$ cat config.mk
export PLATFORM = sky130hd
export DESIGN_NAME = fpmul_seq
export DESIGN_NICKNAME = d
export VERILOG_FILES = /design/src/rtl/fpmul_seq.sv
export SDC_FILE = /design/constraint.sdc
export NUM_CORES = 1
export LEC_CHECK = 0
export ABC_CLOCK_PERIOD_IN_PS = 5200
export CORE_MARGIN = 3
export CORE_UTILIZATION = 59
export DETAILED_ROUTE_END_ITERATION = 16
export PLACE_DENSITY = 0.82
export SLEW_MARGIN = 10
export SYNTH_ARGS = -nofsm -noshare
export SYNTH_HDL_FRONTEND = slang
export SYNTH_SLANG_ARGS = --single-unit
$ cat constraint.sdc
create_clock -name clk -period 5.2 [get_ports clk]
set_clock_uncertainty 0.1 [all_clocks]
set_input_delay 1.04 -clock clk [delete_from_list [all_inputs] [get_ports clk]]
set_output_delay 1.04 -clock clk [all_outputs]
set_load 0.01 [all_outputs]
$ cat src/rtl/fpmul_seq.sv
// Sequential single-precision multiplier: one shift-add step per mantissa bit,
// truncating round, denormals flushed to zero.
module fpmul_seq #(
    parameter int ITER = 24
) (
    input  logic        clk,
    input  logic        resetn,
    input  logic        in_valid,
    output logic        in_ready,
    input  logic [31:0] op_a,
    input  logic [31:0] op_b,
    output logic        out_valid,
    input  logic        out_ready,
    output logic [31:0] result,
    output logic        busy
);

    localparam int CW = $clog2(ITER + 1);
    localparam logic [31:0] QNAN = 32'h7FC0_0000;

    typedef enum logic [1:0] {
        IDLE,
        MUL,
        NORM,
        DONE
    } state_t;

    state_t          state;
    logic [31:0]     a_q;
    logic [31:0]     b_q;
    logic [47:0]     acc;
    logic [CW-1:0]   cnt;

    logic            s_in;
    logic            za, zb, ia, ib, na, nb;
    logic            nan_in, inf_in, zero_in;

    // Operand classification looks at the live inputs so specials resolve at acceptance
    assign s_in = op_a[31] ^ op_b[31];
    assign za   = (op_a[30:23] == 8'h00);
    assign zb   = (op_b[30:23] == 8'h00);
    assign ia   = (op_a[30:23] == 8'hFF) && (op_a[22:0] == 23'd0);
    assign ib   = (op_b[30:23] == 8'hFF) && (op_b[22:0] == 23'd0);
    assign na   = (op_a[30:23] == 8'hFF) && (op_a[22:0] != 23'd0);
    assign nb   = (op_b[30:23] == 8'hFF) && (op_b[22:0] != 23'd0);

    assign nan_in  = na | nb | (ia & zb) | (ib & za);
    assign inf_in  = ia | ib;
    assign zero_in = za | zb;

    logic [23:0]        ma, mb;
    logic [47:0]        addend;
    logic               s_q;
    logic               inc;
    logic [22:0]        mant;
    logic signed [9:0]  e_norm;
    logic [31:0]        norm_res;
    logic               unused_lsbs;

    assign ma     = {1'b1, a_q[22:0]};
    assign mb     = {1'b1, b_q[22:0]};
    assign addend = {24'd0, ma} << cnt;

    assign s_q  = a_q[31] ^ b_q[31];
    assign inc  = acc[47];
    assign mant = inc ? acc[46:24] : acc[45:23];

    assign e_norm = $signed({2'b00, a_q[30:23]})
                  + $signed({2'b00, b_q[30:23]})
                  - 10'sd127
                  + $signed({9'd0, inc});

    // Product bits below the kept mantissa are dropped by truncation
    assign unused_lsbs = ^acc[22:0];

    always_comb begin
        norm_res = {s_q, e_norm[7:0], mant};
        if (e_norm >= 10'sd255) begin
            norm_res = {s_q, 8'hFF, 23'd0};
        end else if (e_norm <= 10'sd0) begin
            norm_res = {s_q, 31'd0};
        end
    end

    always_ff @(posedge clk or negedge resetn) begin
        if (!resetn) begin
            state  <= IDLE;
            a_q    <= '0;
            b_q    <= '0;
            acc    <= '0;
            cnt    <= '0;
            result <= '0;
        end else begin
            unique case (state)
                IDLE: begin
                    if (in_valid) begin
                        a_q <= op_a;
                        b_q <= op_b;
                        acc <= '0;
                        cnt <= '0;
                        if (nan_in) begin
                            result <= QNAN;
                            state  <= DONE;
                        end else if (inf_in) begin
                            result <= {s_in, 8'hFF, 23'd0};
                            state  <= DONE;
                        end else if (zero_in) begin
                            result <= {s_in, 31'd0};
                            state  <= DONE;
                        end else begin
                            state  <= MUL;
                        end
                    end
                end
                MUL: begin
                    if (mb[cnt]) begin
                        acc <= acc + addend;
                    end
                    cnt <= cnt + CW'(1);
                    if (cnt == CW'(ITER - 1)) begin
                        state <= NORM;
                    end
                end
                NORM: begin
                    result <= norm_res;
                    state  <= DONE;
                end
                DONE: begin
                    if (out_ready) begin
                        state <= IDLE;
                    end
                end
                default: state <= IDLE;
            endcase
        end
    end

    assign in_ready  = (state == IDLE);
    assign busy      = (state != IDLE);
    assign out_valid = (state == DONE);

endmodule
==> results.txt <==
The flow ran to the end, and the final reports show no timing, DRC or antenna violations. Of the total synthesized cell area, the portion taken by full adders, half adders and majority gates is 0.08311. Counting stages on the worst path, the most repeated cell is o21ai_0.

The all-layer global routing usage came out at 0.2831. The switching part of the total is 0.4609. The net count of the finished layout is 1344. The kind of cell with the highest combined delay on the critical path is compound AO/OA/AOI/OAI gates. After floorplanning, the core was divided into 49 placement rows. The critical path arrival is 5.12 ns.

The sequential cells in the finished layout cover a total of 0.003784 sq mm. The setup TNS after final layout came out at 0 ns. The worst IR drop on VDD came out at roughly 340 uV. The simple logic cell fraction of the synthesized area came out at 0.1203. The via count of the first global-routing pass came out at roughly 9000. The multi-input gate area in the final layout came out at approximately 0.0067 sq mm.

The static leakage is ~5.5 nW. The top cell types in the final layout, fill and taps aside, are dfrtp_1, clkdlybuf4s50_1, nand2_1. The total congestion overflow after global routing came out at 0. The routed via count is 9229. By startpoint and endpoint, the worst setup path is classified as register to register. Setup repair after global routing left no endpoint under its margin. The total power divided by cell area came out at 710.5 mW/mm^2.

The share of the clock period used by the worst path after layout came out at 0.9407. The measured slew at the worst slew-check pin came out at between 1 and 1.5 ns. The share of flip-flops with an asynchronous set or reset after synthesis is 1.000. The total iterations of the first detailed-routing run came out at 5. The power share of the sequential group came out at 0.225. The area growth from synthesis to final layout is 16.51%. Detailed placement finished with a half-perimeter wire length of 20.99 mm.

The aggregate routed wire length is 28.04 mm. The maximum count of clock buffers along a single path is 2. The synthesized area is roughly 0.011 sq mm. The worst setup path is captured at a register. TritonCTS created 17 clock buffers. In this run the worst path has a maximum fanout of 24. Synthesis produced 1134 cells. The root buffer cell chosen for the clock tree is clkbuf_16.

The detailed router finished its first iteration with roughly 710 violations. The final weighted congestion in routability-driven placement came out at approximately 0.95. The number of diodes added for antenna fixing is 0. The total of max-cap violations came out at 0. The count of nets left with antenna violations after detail routing is 0. The critical path data required time came out at 5.42 ns. The width of the chip is between 100 and 150 microns. The most used flip-flop cell after synthesis is dfrtp_1. The synthesis-stage register bit count is 151. Using the TritonRoute via totals, the vias-per-cell ratio works out to 6.378. Clock latency on the worst-skew pair, taken at its later pin, is 0.44 ns. After synthesis, the largest family of logic cells by area is compound AO/OA/AOI/OAI gates. The largest net degree at the start of global routing came out at 87. The share of post-route cells with drive strength above 1 came out at 0.1346. The count of hold buffers inserted by post-cts repair came out at 0. The portion of synthesized area spent on multiplexers is 0.1597. The clock-pin slew on the worst setup and hold paths is 0.06 ns. The distinct cell type count after synthesis is 73. The number of enable-type register cells in the synthesized netlist is 0. The buffers plus inverters on the worst setup path is 1. The total nets after synthesis is 1273. The region available for standard cell placement spans 0.01802 sq mm.

The number of antenna violations at the first check in global routing is 0. The worst setup path is launched from a register. The die area is 0.02009 sq mm. The hold violation total from the final report came out at 0. The most common cell after layout, fill and taps aside is dfrtp_1. Summing all placed instances gives a cell area of approximately 0.012 sq mm. The share of the Yosys chip area taken by registers is 0.3476.

The clock tree synthesis step divided the H-tree into 4 levels. The switching power summed over all nets is 4.147 mW. The final routed wire length divided by cell count is 19.38 microns. The first-pass GRT wire length is 45.93 mm.

With fillers left out, the area of the finished cells amounts to 0.01266 sq mm. The critical path goes through buf_4 -> o21ai_0 -> mux2i_1 -> o21ai_0 -> o21ai_0 -> o22ai_1 -> ha_1 -> and2_1 -> a2111oi_2 -> o41a_1 -> o21a_2 -> a2bb2oi_2 -> nand2_1 -> a2111oi_4 -> o21bai_1 -> xor2_1 -> a22o_1. The number of buffers inserted by port buffering is 102. The max-slew violation count came out at 0. On the worst path, the slowest cell contributes a delay of 0.62 ns.

The die is between 100 and 150 microns tall. The clock sink total came out at 151. The minimum clock period after layout is a little under 5 ns. The master of the slowest instance on the critical path is dfrtp_4.

The total setup violations reported at the end of the flow is 0. The post-synthesis xor/xnor area fraction is 0.04190. The synthesized area per cell is between 9 and 10 sq um. The combinational share of power came out at 0.629. The synthesized-area fraction occupied by ao, oa, aoi and oai cells is 0.2090. The highest achievable clock rate came out at 0.2044 GHz. Yosys printed 0 warnings. The internal power came out at 4.851 mW. The share of total power in the clock network is 0.146.

The worst slew margin relative to its limit is 0.3126. The tightest min-delay check is of the register to register type. The number of fill cells came out at 1383. The CTS tree is yes. The DRC violation count after routing is 0.

For this configuration, the core starts out at a cell density of 0.6030. The number of top-level pins is roughly 100.
[kinds of logic after synthesis]
family | after synthesis
AO/OA/AOI/OAI | 336
XOR/XNOR | 52
adder cells (fa/ha/maj) | 71
buffers and inverters | 103
flip-flops | 151
multiplexers | 146
AND/OR/NAND/NOR | 275
[layout make-up]
type | instances | share of cell area
Multi-Input combinational cell | 880 | 0.5278
Timing Repair Buffer | 118 | 0.09120
Clock inverter | 13 | 0.01255
Sequential cell | 151 | 0.2988
Clock buffer | 19 | 0.03577
Inverter | 37 | 0.01126
Tap cell | 229 | 0.02263
[flip-flops by register name, summed over array words and instances, names as in the netlist]
register  flops
result       32
state         2
cnt           5
b_q          32
a_q          32
acc          48
[worst min-delay path, stage by stage, from the launching register on]
cell and delay [ns]:
dfrtp_1 0.34, nand2_1 0.05, o21ai_1 0.06
[worst paths after layout]
check | start | end | slack [ns] | depth (start not counted)
setup / recovery | cnt[0] | acc[43] | 0.31 | 17
hold / removal | result[9] | result[9] | 0.38 | 2
setup reg to reg | cnt[0] | acc[43] | 0.31 | 17
hold reg to reg | result[9] | result[9] | 0.38 | 2
max in group asynchronous | resetn | a_q[24] | 3.52 | 2
min in group asynchronous | resetn | result[18] | 0.50 | 1
[Yosys cell counts, types with 4 or more instances]
library cell    n  area, sq um
and3_1          6        37.54
nor4_1         11        68.82
a22o_1         45        394.1
o211ai_1        5        37.54
a31oi_1        14        87.58
o22ai_1        16        100.1
o21bai_1       17        127.6
nand4_1        16        100.1
mux2_2         79        889.6
nand2_1        98        367.9
xor2_1         19        166.4
mux4_2         14        315.3
a21o_1         31        232.7
nor3_1         13        65.06
buf_1          10        37.54
nor2b_1         9        56.30
xnor2_1        33        289.0
ha_1           69        863.3
buf_2           9        45.04
nand2b_1        7        43.79
or4_1           6        45.04
or3_1           5        31.28
clkbuf_1       43        161.4
and2_1          7        43.79
o21ai_0        48        240.2
mux2i_1        53        530.5
nor2_1         65        244.0
dfrtp_1       151         3779
a211oi_1       11        82.58
nand3_1        17        85.08
nand3b_1        4        30.03
o21a_1          5        37.54
inv_1          36        135.1
a211o_1         4        35.03
o21ai_1        24        120.1
a21oi_1        76        380.4
o31ai_1         6        45.04
[layer usage]
metal  track usage  vias up  share of wire
met4       0.09091        0          0.025
li1              -     4380              -
met2        0.4443      322           0.47
met3       0.04483       50          0.054
met5             0        -              0
met1        0.4042     4477           0.46
[power by group through the flow]
stage               logic, mW  clock network [mW]  registers [mW]
detailed placement       5.50                   0            2.03
global placement         5.41                   0            2.00
floorplan                4.32                   0            1.89
finish                   5.66                1.31            2.03
global route             6.22                1.37            2.09
CTS                      5.57                1.32            2.02
[through the flow]
step | util | setup WS, ns | total power, mW | hold WS [ns] | instances
floorplan | - | 0.5329 | 6.216 | 0.3739 | 1134
detailed placement | 0.6674 | 0.2851 | 7.533 | 0.3743 | 1413
global route | 0.7026 | 0.02983 | 9.672 | 0.4065 | 1447
global placement | 0.6674 | 0.3914 | 7.405 | 0.3660 | 1413
CTS | 0.7013 | 0.2809 | 8.911 | 0.3887 | 1445
finish | 0.7026 | 0.3085 | 8.998 | 0.3835 | 1447
[repair_timing]
| item | CTS | global route |
|---|---|---|
| setup endpoints to repair | 0 | 5 |
| gates resized for setup | 0 | 3 |
| buffers inserted | 0 | 2 |
(Power assumes the default switching activity.)
